[src/rtl/cnt_share_sched_pkg.sv]
// Shared definitions for the counter-sharing scheduler.
// Holds the FSM state type, the default hard terminal value and the
// index-width helper used to size DONE_ID and the round-robin pointer.
package cnt_share_sched_pkg;

  typedef enum logic [1:0] {
    ST_IDLE = 2'd0,
    ST_RUN  = 2'd1,
    ST_GAP  = 2'd2
  } state_t;

  localparam int unsigned MAXCNT_DEF = 5;

  // Never returns less than 1 so an index port always has a width.
  function automatic int unsigned clog2(input int unsigned n);
    int unsigned w;
    w = 0;
    while ((32'd1 << w) < n) w++;
    return (w == 0) ? 1 : w;
  endfunction

endpackage

[src/rtl/cnt_share_sched_rr_pick.sv]
// rr_pick: combinational round-robin selector.
// Ports:
//   req     - per-requester request vector
//   ptr     - index with highest priority this arbitration
//   win_oh  - one-hot winner (all zero when no request)
//   win_idx - binary index of the winner
//   any_req - at least one request is active
module rr_pick
  import cnt_share_sched_pkg::*;
#(
  parameter int unsigned NREQ = 2,
  parameter int unsigned IW   = clog2(NREQ)
) (
  input  logic [NREQ-1:0] req,
  input  logic [IW-1:0]   ptr,
  output logic [NREQ-1:0] win_oh,
  output logic [IW-1:0]   win_idx,
  output logic            any_req
);

  int unsigned idx;
  logic        found;

  // Scan NREQ positions starting at ptr, wrapping; first hit wins.
  always_comb begin
    win_oh  = '0;
    win_idx = '0;
    found   = 1'b0;
    idx     = 0;
    for (int unsigned i = 0; i < NREQ; i++) begin
      idx = (32'(ptr) + i) % NREQ;
      if (!found && req[idx]) begin
        found       = 1'b1;
        win_oh[idx] = 1'b1;
        win_idx     = IW'(idx);
      end
    end
  end

  assign any_req = |req;

endmodule

[src/rtl/cnt_share_sched.sv]
// cnt_share_sched: round-robin scheduler owning one modulo up-counter that is
// shared by NREQ requesters. The granted requester runs the counter from 0 to
// its latched terminal value (clamped to MAXCNT); DONE pulses at the terminal
// value and the grant is released after a one-cycle gap.
// Ports:
//   CLK, RSTN - clock (rising edge), asynchronous active-low reset
//   REQ       - per-requester request; count enable while granted
//   LIMIT     - per-requester terminal count, slice i = LIMIT[i*CW +: CW]
//   ABORT     - kill the current run without DONE
//   GNT       - registered one-hot grant
//   BUSY      - high in RUN and GAP
//   CNT       - shared counter value
//   DONE      - one-cycle pulse when CNT reaches the latched limit
//   DONE_ID   - finishing requester index; holds between pulses
module cnt_share_sched
  import cnt_share_sched_pkg::*;
#(
  parameter int unsigned NREQ   = 2,
  parameter int unsigned CW     = 3,
  parameter int unsigned MAXCNT = MAXCNT_DEF,
  localparam int unsigned IW    = clog2(NREQ)
) (
  input  logic               CLK,
  input  logic               RSTN,
  input  logic [NREQ-1:0]    REQ,
  input  logic [NREQ*CW-1:0] LIMIT,
  input  logic               ABORT,
  output logic [NREQ-1:0]    GNT,
  output logic               BUSY,
  output logic [CW-1:0]      CNT,
  output logic               DONE,
  output logic [IW-1:0]      DONE_ID
);

  state_t          state, state_nxt;
  logic [IW-1:0]   ptr, win, win_next, done_id_q, pick_idx;
  logic [NREQ-1:0] pick_oh;
  logic            any_req, at_term;
  logic [CW-1:0]   lim, lim_raw, lim_sel;

  rr_pick #(.NREQ(NREQ), .IW(IW)) u_pick (
    .req     (REQ),
    .ptr     (ptr),
    .win_oh  (pick_oh),
    .win_idx (pick_idx),
    .any_req (any_req)
  );

  always_comb begin
    lim_raw = '0;
    for (int unsigned i = 0; i < NREQ; i++) begin
      if (pick_oh[i]) lim_raw = LIMIT[i*CW +: CW];
    end
    lim_sel = (lim_raw > CW'(MAXCNT)) ? CW'(MAXCNT) : lim_raw;
  end

  assign at_term  = (CNT == lim);
  assign win_next = (win == IW'(NREQ - 1)) ? '0 : win + 1'b1;

  // State register
  always_ff @(posedge CLK or negedge RSTN) begin
    if (!RSTN) state <= ST_IDLE;
    else       state <= state_nxt;
  end

  // Next-state logic
  always_comb begin
    state_nxt = state;
    unique case (state)
      ST_IDLE: if (any_req) state_nxt = ST_RUN;
      ST_RUN: begin
        if (ABORT)        state_nxt = ST_IDLE;
        else if (at_term) state_nxt = ST_GAP;
      end
      ST_GAP:  state_nxt = ST_IDLE;
      default: state_nxt = ST_IDLE;
    endcase
  end

  // Outputs
  always_comb begin
    BUSY    = (state == ST_RUN) || (state == ST_GAP);
    DONE    = (state == ST_RUN) && at_term && !ABORT;
    DONE_ID = DONE ? win : done_id_q;
  end

  // Datapath: grant, counter, limit latch, pointer. Grant and counter are
  // cleared on the edge into GAP so both already read zero during GAP.
  always_ff @(posedge CLK or negedge RSTN) begin
    if (!RSTN) begin
      GNT       <= '0;
      CNT       <= '0;
      lim       <= '0;
      win       <= '0;
      ptr       <= '0;
      done_id_q <= '0;
    end else begin
      unique case (state)
        ST_IDLE: begin
          if (any_req) begin
            GNT <= pick_oh;
            win <= pick_idx;
            lim <= lim_sel;
            CNT <= '0;
          end
        end
        ST_RUN: begin
          if (ABORT) begin
            GNT <= '0;
            CNT <= '0;
            ptr <= win_next;
          end else if (at_term) begin
            GNT       <= '0;
            CNT       <= '0;
            ptr       <= win_next;
            done_id_q <= win;
          end else if (REQ[win]) begin
            CNT <= CNT + 1'b1;
          end
        end
        default: begin
          GNT <= '0;
          CNT <= '0;
        end
      endcase
    end
  end

endmodule

[config.mk]
export PLATFORM = sky130hd
export DESIGN_NAME = cnt_share_sched
export DESIGN_NICKNAME = d
export VERILOG_FILES = /design/src/rtl/cnt_share_sched_pkg.sv /design/src/rtl/cnt_share_sched_rr_pick.sv /design/src/rtl/cnt_share_sched.sv
export SDC_FILE = /design/constraint.sdc
export NUM_CORES = 1
export LEC_CHECK = 0
export CORE_ASPECT_RATIO = 1.4
export CORE_MARGIN = 2
export CORE_UTILIZATION = 40
export CTS_CLUSTER_DIAMETER = 200
export DETAILED_ROUTE_END_ITERATION = 10
export PLACE_DENSITY = 0.65
export SETUP_SLACK_MARGIN = 0.2
export SLEW_MARGIN = 20
export SYNTH_ARGS = -nofsm -noshare
export SYNTH_HDL_FRONTEND = slang
export SYNTH_SLANG_ARGS = --single-unit
[constraint.sdc]
create_clock -name CLK -period 2 [get_ports CLK]
set_clock_uncertainty 0.05 [all_clocks]
set_input_delay 0.4 -clock CLK [delete_from_list [all_inputs] [get_ports CLK]]
set_output_delay 0.4 -clock CLK [all_outputs]
set_load 0.02 [all_outputs]
* Word-level counts from Yosys, hierarchy flattened
Cells that the tools add are included.
** Cells by class
- $add $sub $neg :: 3
- Order comparisons :: 6
- Equal/unequal tests :: 6
- Multiplexer cells :: 35
- Bitwise operators :: 2
- Reductions and logical operators :: 16
** Operators by type and width (number)
- $mux W3 :: 7
- $mux W2 :: 8
- $mux W1 :: 15
- $pmux W2 S2 :: 2
- $reduce_and A2 Y1 :: 4
- $lt A1 B2 Y1 const B :: 3
- $pmux W3 S2 :: 1
- $logic_and A1 B1 Y1 :: 5
- $ne A4 B3 Y1 const B :: 1
- $add A3 B1 Y3 const B :: 1
- $eq A3 B3 Y1 :: 1
- $gt A3 B3 Y1 const B :: 1
- $ne A3 B3 Y1 const B :: 1
- $reduce_and A3 Y1 :: 1
- $add A1 B1 Y1 const B :: 2
- $demux W1 S1 :: 2
- $eq A2 B1 Y1 const B :: 1
- $eq A2 B2 Y1 const B :: 1
- $ge A1 B1 Y1 const B :: 2
- $logic_not A1 Y1 :: 2
- $logic_not A2 Y1 :: 1
- $ne A2 B2 Y1 const B :: 1
- $or A2 B2 Y2 :: 1
- $reduce_bool A2 Y1 :: 1
- other kinds (3) :: 3
** Word-level totals
- Register bits :: 13
- Input bits :: 11
- Logic and storage cells :: 75

* Longest topological paths before layout
- Depth after elaboration :: 11
- Gate-level depth with buffers :: 5
- Depth with buffers taken out :: 5

* Cells and area by module
From an unflattened synthesis, not the netlist that was laid out.
** Unflattened totals
- Cells, all modules :: 79
- Area, all modules :: 777.0 um^2
** By module, submodules not included
- cnt_share_sched :: times used 1, cells each 74, area an instance 744.5 um^2, sequential area each 325.3 um^2
- rr_pick :: times used 1, cells each 5, area an instance 32.5 um^2, sequential area each 0.0 um^2

* Worst setup path after synthesis
OpenSTA, ideal clock, no wires.
- Path type :: flip-flop to output port
- From :: register state[1]
- To :: output port DONE_ID
- Data arrival time :: 1669 ps
- Setup slack :: -119 ps
- Cell stages (with the launch flop) :: 6
- Path through :: dfrtp_1 > inv_1 > ha_1 > nand2b_1 > nor4_4 > mux2_2
** Between the ends
- Cells in the longest elaborated chain, start to end :: 4
** RTL lines
- start: declaration :: RTL line cnt_share_sched.sv:35 : state_t state, state_nxt;
- start signal: assignment :: RTL line cnt_share_sched.sv:63 : else state <= state_nxt;
- $eq A2 B1 Y1 :: RTL line cnt_share_sched.sv:83 : DONE = (state == ST_RUN) && at_term && !ABORT;
- $logic_and A1 B1 Y1 (2 in series) :: RTL line cnt_share_sched.sv:83
- named net DONE :: RTL line cnt_share_sched.sv:31 : output logic DONE,
- $mux W1 :: RTL line cnt_share_sched.sv:84 : DONE_ID = DONE ? win : done_id_q;
- end: declaration :: RTL line cnt_share_sched.sv:32 : output logic [IW-1:0] DONE_ID
The timed path passes the listed nets, and every way through them passes these cells.

* Final worst setup path
- From :: register lim[2]
- To :: output port DONE_ID
** Between the ends
- Cells in the longest elaborated chain, start to end :: 4
** RTL lines
- start: declaration :: RTL line cnt_share_sched.sv:39 : logic [CW-1:0] lim, lim_raw, lim_sel;
- start signal: assignment :: RTL line cnt_share_sched.sv:103 : lim <= lim_sel;
- $eq A3 B3 Y1 :: RTL line cnt_share_sched.sv:57 : assign at_term = (CNT == lim);
- $logic_and A1 B1 Y1 (2 in series) :: RTL line cnt_share_sched.sv:83
- $mux W1 :: RTL line cnt_share_sched.sv:84
Every way passes these cells.

==> flow_metrics.py <==
metrics = {
    "worst_setup_path": {
        "required_ps": 1550,
        "cp_max_fo": 2,
        "worstSetupPathType": "reg2out",
        "crit_start": "lim[2]$_DFFE_PN0P_",
        "cp.arrival_ps": 1670,
        "cp-end-kind": "output port",
        "r2r-start": "lim[2]$_DFFE_PN0P_",
        "start_kind": "flop",
    },
    "clocking": {
        "root_buffer": "clkbuf_4",
        "cts_sinks": 13,
        "cts_made_buffers": 3,
        "clk_pin_slew_ps": 80,
        "clock_latency_ps": 270,
        "cts_tree": "done",
        "clockBufferDepth": 2,
        "h-tree-depth": 1,
        "hold_buffers": 0,
    },
    "routing": {
        "wl_um": 1600,
        "firstDrtPassIters": 4,
        "drc": 0,
        "drt_iter0_drc": 12,
        "final_antenna_net_count": 0,
        "post_drt_wl_per_cell_um": 12.6,
        "vias_per_cell": 4.94,
        "vias": 628,
    },
    "global_routing": {
        "busiest_layer": "met2",
        "gr-usage-met2": 0.272,
        "grt_start_max_net_pins": 14,
        "grt_overflow": 0,
        "grt_pass1_wl_um": 2730,
        "gr-usage-met1": 0.223,
        "groute.usage.overall": 0.177,
        "gr-usage-met3": 0.0240,
        "grt_pass1_vias": 646,
        "antenna_found_initial": 0,
    },
    "final_layout": {
        "antennaDiodeCount": 0,
        "area_growth_pct": 52.5,
        "drive_gt1_frac": 0.383,
        "layout_common_cells": "buf_4, dfrtp_1, clkdlybuf4s50_1, nand2_1",
        "nNetsFinal": 123,
        "multi_input_area_sq_um": 447,
        "fillCellCount": 152,
        "final_cells": 127,
        "seq_area_sq_um": 328,
        "final_common_cell": "buf_4",
    },
    "timing": {
        "setup_ws_ps": -118,
        "setup_viol": 1,
        "finalCritPeriodShare": 1.06,
        "rsz0062_at_grt": "true",
        "fmax_mhz": 472,
        "tightestPinTransition_ps": 595,
        "finalHoldViolCount": 0,
        "finalSetupTns_ps": -118,
        "period_minus_slack_ps": 2120,
        "maxSlewHeadroom": 0.602,
        "maxSlewViolCount": 0,
    },
    "logic_synthesis": {
        "syn_inst": 67,
        "synth_warnings": 0,
        "synth_cell_type_count": 24,
        "ys_seq_area_frac": 0.428,
        "synthArstFlopShare": 1.00,
        "synthFlopType": "dfrtp_1",
        "yosysTopAreaCellShare": 0.428,
        "synth.net_count": 82,
        "synth_area_leaders": "dfrtp_1, ha_1, xor2_2",
        "synth_top_cell_by_area": "dfrtp_1",
        "postSynthAreaPerCell_sq_um": 11.4,
        "ys_seq_elements": 13,
        "synth_edf_count": 0,
        "synth_area_sq_um": 761,
    },
    "floorplan": {
        "core-area_sq_um": 1780,
        "die_y_um": 55.6,
        "dieWidth_um": 40.9,
        "dieArea_sq_um": 2270,
        "rows": 18,
        "ios": 19,
        "start_util": 0.428,
    },
    "power": {
        "irDropWorstVdd_mv": 0.682,
        "total_leakage_power_nw": 0.557,
        "powerDensity_nw_per_um2": 1440,
        "p_total_mw": 1.67,
    },
    "place": {
        "dp_hpwl_um": 1280,
        "pre_cts_ws_ps": -517,
        "dp.cells": 119,
        "globalplace.congestion": 0.689,
        "io_buffers": 18,
    },
    "status": {
        "violations": "setup timing",
        "status": "finished with violations",
    },
    "job": {
        "cap_viol_max_count": 0,
    },
    "hold_path": {
        "hp-class": "in2async",
    },
}
[cells in the mapped netlist, types with 2 or more instances]
library cell and count:
dfrtp_1 13, inv_1 6, nand2_1 6, nor2_1 5, ha_1 4, mux2_2 4, o21ai_0 4, a32o_1 3
nand2b_1 3, xor2_2 3, a21oi_1 2, mux2_4 2
[metal layers]
metal  vias up  routed length (um)
met1       294                 639
met5         -                   0
met4         0                  36
met3         4                  59
met2        17                 863
li1        313                   -
[state kept, by name (all words and copies together) (netlist names)]
signal,flops
done_id_q,1
win,1
lim,3
GNT,2
state,2
ptr,1
CNT,3
[worst max-delay path: stages, from the launching register on]
cell	delay, ps
dfrtp_1	410
xor2_2	200
nor4_4	320
mux2_4	330
buf_6	130
[cell type report]
cell class / count / share of cell area
Timing Repair Buffer: 36 / 0.269
Tap cell: 20 / 0.0216
Clock buffer: 4 / 0.0227
Inverter: 6 / 0.0194
Sequential cell: 13 / 0.283
Multi-Input combinational cell: 48 / 0.385
[repair_timing]
item / CTS / global route
setup buffers: 3 / 1
setup endpoints to repair: 6 / 5
endpoints found under the hold margin: 0 / 0
pin swaps: 1 / 1
resized for setup: 24 / 3
[stage by stage]
stage / utilization / hold slack [ps] / instance area [sq um]
final: 0.652 / 448 / 1160
after global routing: 0.652 / 467 / 1160
after CTS: 0.640 / 459 / 1140
after detailed placement: 0.605 / 443 / 1080
after global placement: 0.605 / 433 / 1080
after floorplan: - / 54.4 / 767
[report_power, final]
| group | internal, mW | switching (mW) |
|---|---|---|
| clock | 0.0773 | 0.0830 |
| sequential | 0.369 | 0.0803 |
| combinational | 0.566 | 0.495 |
| total | 1.01 | 0.658 |
[path summary, 6_finish.rpt]
check / end / slack [ps] / cells after the start
setup / recovery: DONE_ID / -120 / 4
hold / removal: state[0]$_DFFE_PN0P_ / 450 / 1
setup reg to reg: done_id_q$_DFFE_PN0P_ / 270 / 6
hold reg to reg: GNT[0]$_DFFE_PN0P_ / 460 / 1
max in group asynchronous: CNT[2]$_DFFE_PN0P_ / 1030 / 1
min in group CLK: GNT[0]$_DFFE_PN0P_ / 460 / 1
[kinds of logic after synthesis]
kind of cell | synth area share
simple gates | 0.128
buf+inv | 0.0296
flops | 0.428
mux | 0.112
xor+xnor | 0.0872
compound gates | 0.150
fa+ha+maj | 0.0658
(Power assumes the default switching activity.)
==> edit, RTL diff (config.mk and constraints unchanged) <==
Put one more register stage on the output `CNT`, without a reset. The value now appears one clock later. The other outputs are not delayed to match. Comments in the files are not updated.
--- a/src/rtl/cnt_share_sched.sv
+++ b/src/rtl/cnt_share_sched.sv
@@ -32,6 +32,8 @@
   output logic [IW-1:0]      DONE_ID
 );
 
+  logic [CW-1:0] CNT_s0;
+
   state_t          state, state_nxt;
   logic [IW-1:0]   ptr, win, win_next, done_id_q, pick_idx;
   logic [NREQ-1:0] pick_oh;
@@ -54,7 +56,7 @@
     lim_sel = (lim_raw > CW'(MAXCNT)) ? CW'(MAXCNT) : lim_raw;
   end
 
-  assign at_term  = (CNT == lim);
+  assign at_term  = (CNT_s0 == lim);
   assign win_next = (win == IW'(NREQ - 1)) ? '0 : win + 1'b1;
 
   // State register
@@ -89,7 +91,7 @@
   always_ff @(posedge CLK or negedge RSTN) begin
     if (!RSTN) begin
       GNT       <= '0;
-      CNT       <= '0;
+      CNT_s0    <= '0;
       lim       <= '0;
       win       <= '0;
       ptr       <= '0;
@@ -101,30 +103,34 @@
             GNT <= pick_oh;
             win <= pick_idx;
             lim <= lim_sel;
-            CNT <= '0;
+            CNT_s0 <= '0;
           end
         end
         ST_RUN: begin
           if (ABORT) begin
             GNT <= '0;
-            CNT <= '0;
+            CNT_s0 <= '0;
             ptr <= win_next;
           end else if (at_term) begin
             GNT       <= '0;
-            CNT       <= '0;
+            CNT_s0    <= '0;
             ptr       <= win_next;
             done_id_q <= win;
           end else if (REQ[win]) begin
-            CNT <= CNT + 1'b1;
+            CNT_s0 <= CNT_s0 + 1'b1;
           end
         end
         default: begin
           GNT <= '0;
-          CNT <= '0;
+          CNT_s0 <= '0;
         end
       endcase
     end
   end
 
+  always_ff @(posedge CLK) begin
+    CNT <= CNT_s0;
+  end
+
 endmodule
 
Function: changed (Yosys sat finds a counterexample within 4 cycles, from zero or initial values and one cycle with RSTN low).
==> edit against the unedited design <==
- the flow still finishes with violations (negative setup slack)
- largest power group unchanged
- synthesized area grew 5.9%
- setup slack lost 0.080 ns
- hold slack got worse by 0.013 ns
- routed wire length increased by 0.50%
- sequential cell count up 3
- combinational power is 11% lower
- total power fell by 0.68%
- final area increased by 3.0%
- synthesized cell count increased by 6.0%
==> edit: results (changes against the unedited design) <==
- Status: finished, violations left
- Failing checks: negative setup slack
- Sequential element share of the synthesized area: 47.8% (+5.1 points)
- Placed cell areas: 1130 sq um (+4.5%)
- Tot GR Track Use: 14.8% (-2.9 points)
- Biggest regs: CNT (3), CNT_s0 (3), lim (3)
- Multi-input logic area: 403 sq um (-9.8%)
- Synth top area cells: dfrtp_1 40%, dfxtp_1 7.5%, ha_1 6.2%
- Clock transition at path regs: 0.10 ns (+0.02 ns)
- Share of cells above drive strength 1: 31.9% (-6.5 points)
- Leading post-synthesis cells by instance count: 13 x dfrtp_1, 7 x inv_1, 7 x nand2_1
- Gp weighted congestion: 0.790 (+15%)
- Detailed Routing Iterations Pass 1: 4 (unchanged)
- R2r setup slk: 0.30 ns (+0.03 ns)
- Max VDD drop: 0.000961 V (+41%)
- Global routing usage on met2: 26.1% (-1.1 points)
- First-pass GRT wire length: 2700 microns (-1.0%)
- Static leakage: 0.583 nW (+4.7%)
- H-tree levels: 1 (unchanged)
- Met2 WL: 816 microns (-5.4%)
- Final setup viols: 2 (+1)
- Filler cells: 165 (+8.6%)
- # resized after CTS: 13 (-46%)
- Total Wirelength: 1610 microns (+0.50%)
- Met1 WL: 694 microns (+8.6%)
- Worst Max-Slew Pin Slew: 0.599 ns (+0.00413 ns)
- Worst-path fanout max: 2 (unchanged)
- Crit path DAT: 1.75 ns (+0.08 ns)
- Met3 usage: 2.53% (+0.13 points)
- Antenna violations before repair: 0 (unchanged)
- Post-synth cell types: 26 (+8.3%)
- Initial DRC Count: 3 (-9)
- Via Count: 679 (+8.1%)
- Largest net degree at the start of global routing: 14 (unchanged)
- Post-DP HPWL: 1250 microns (-2.4%)
- Nets@finish: 129 (+4.9%)
- Yosys synthesis warning count: 0 (unchanged)
- Synthesized net count: 86 (+4.9%)
- Global Route met1 Usage: 16.0% (-6.4 points)
- Setup TNS: -0.268 ns (-0.151 ns)
- Setup Fix Bufs, Post-CTS: 2 (-1)
- Grt ovf: 0 (unchanged)
- Fraction of registers with async set/reset: 81.3% (-19 points)
- Met3 routed wirelength: 63 microns (+6.8%)
- Reg2reg start: lim[1]$_DFFE_PN0P_
- Fin worst setup slack: -0.197 ns (-0.0797 ns)
edit: worst min-delay path by stage:
stage,slack [ns],cells after the start,endpoint
2_1_floorplan,0.05,0,CNT_s0[0]$_DFFE_PN0P_
3_3_place_gp,0.43,1,GNT[0]$_DFFE_PN0P_
3_5_place_dp,0.44,1,GNT[0]$_DFFE_PN0P_
4_1_cts,0.45,1,lim[2]$_DFFE_PN0P_
5_1_grt,0.48,1,done_id_q$_DFFE_PN0P_
6_report,0.43,1,lim[2]$_DFFE_PN0P_
edit: final cells by class:
class	count	area share (%)
multi-input cells	48	33.7
clock buffers	4	3.04
well taps	21	2.20
inverters	7	2.20
flip-flops and latches	16	32.3
repair buffers	38	26.6
edit: worst max-delay path, cell delays in order, from the launching register on:
cell and delay [ns]:
dfrtp_1 0.40, xor2_1 0.18, nor3_2 0.22, and3_4 0.22, mux2_4 0.29, buf_2 0.16
edit: per-stage QoR:
step | setup slack, ns | power [mW] | std cells
finish | -0.197 | 1.66 | 134
global route | -0.272 | 1.79 | 134
CTS | -0.221 | 1.63 | 130
detailed placement | -0.375 | 1.43 | 124
global placement | -0.357 | 1.40 | 124
floorplan | 0.151 | 1.03 | 71
edit: power by group:
| group | total, mW | switching, mW | internal [mW] |
|---|---|---|---|
| Clock | 0.215 | 0.104 | 0.111 |
| Combinational | 0.941 | 0.432 | 0.509 |
| Sequential | 0.504 | 0.0711 | 0.433 |
edit: kinds of logic (layout without fill, tap and decap cells):
family          count (synthesis)  in the layout  synth area share, %
compound gates                 20             20                 20.8
simple gates                   15             15                 10.2
fa+ha+maj                       4              4                 6.21
xor+xnor                        4              4                 4.35
buf+inv                         7             49                 3.26
flops                          16             16                 47.8
mux                             5              5                 7.30
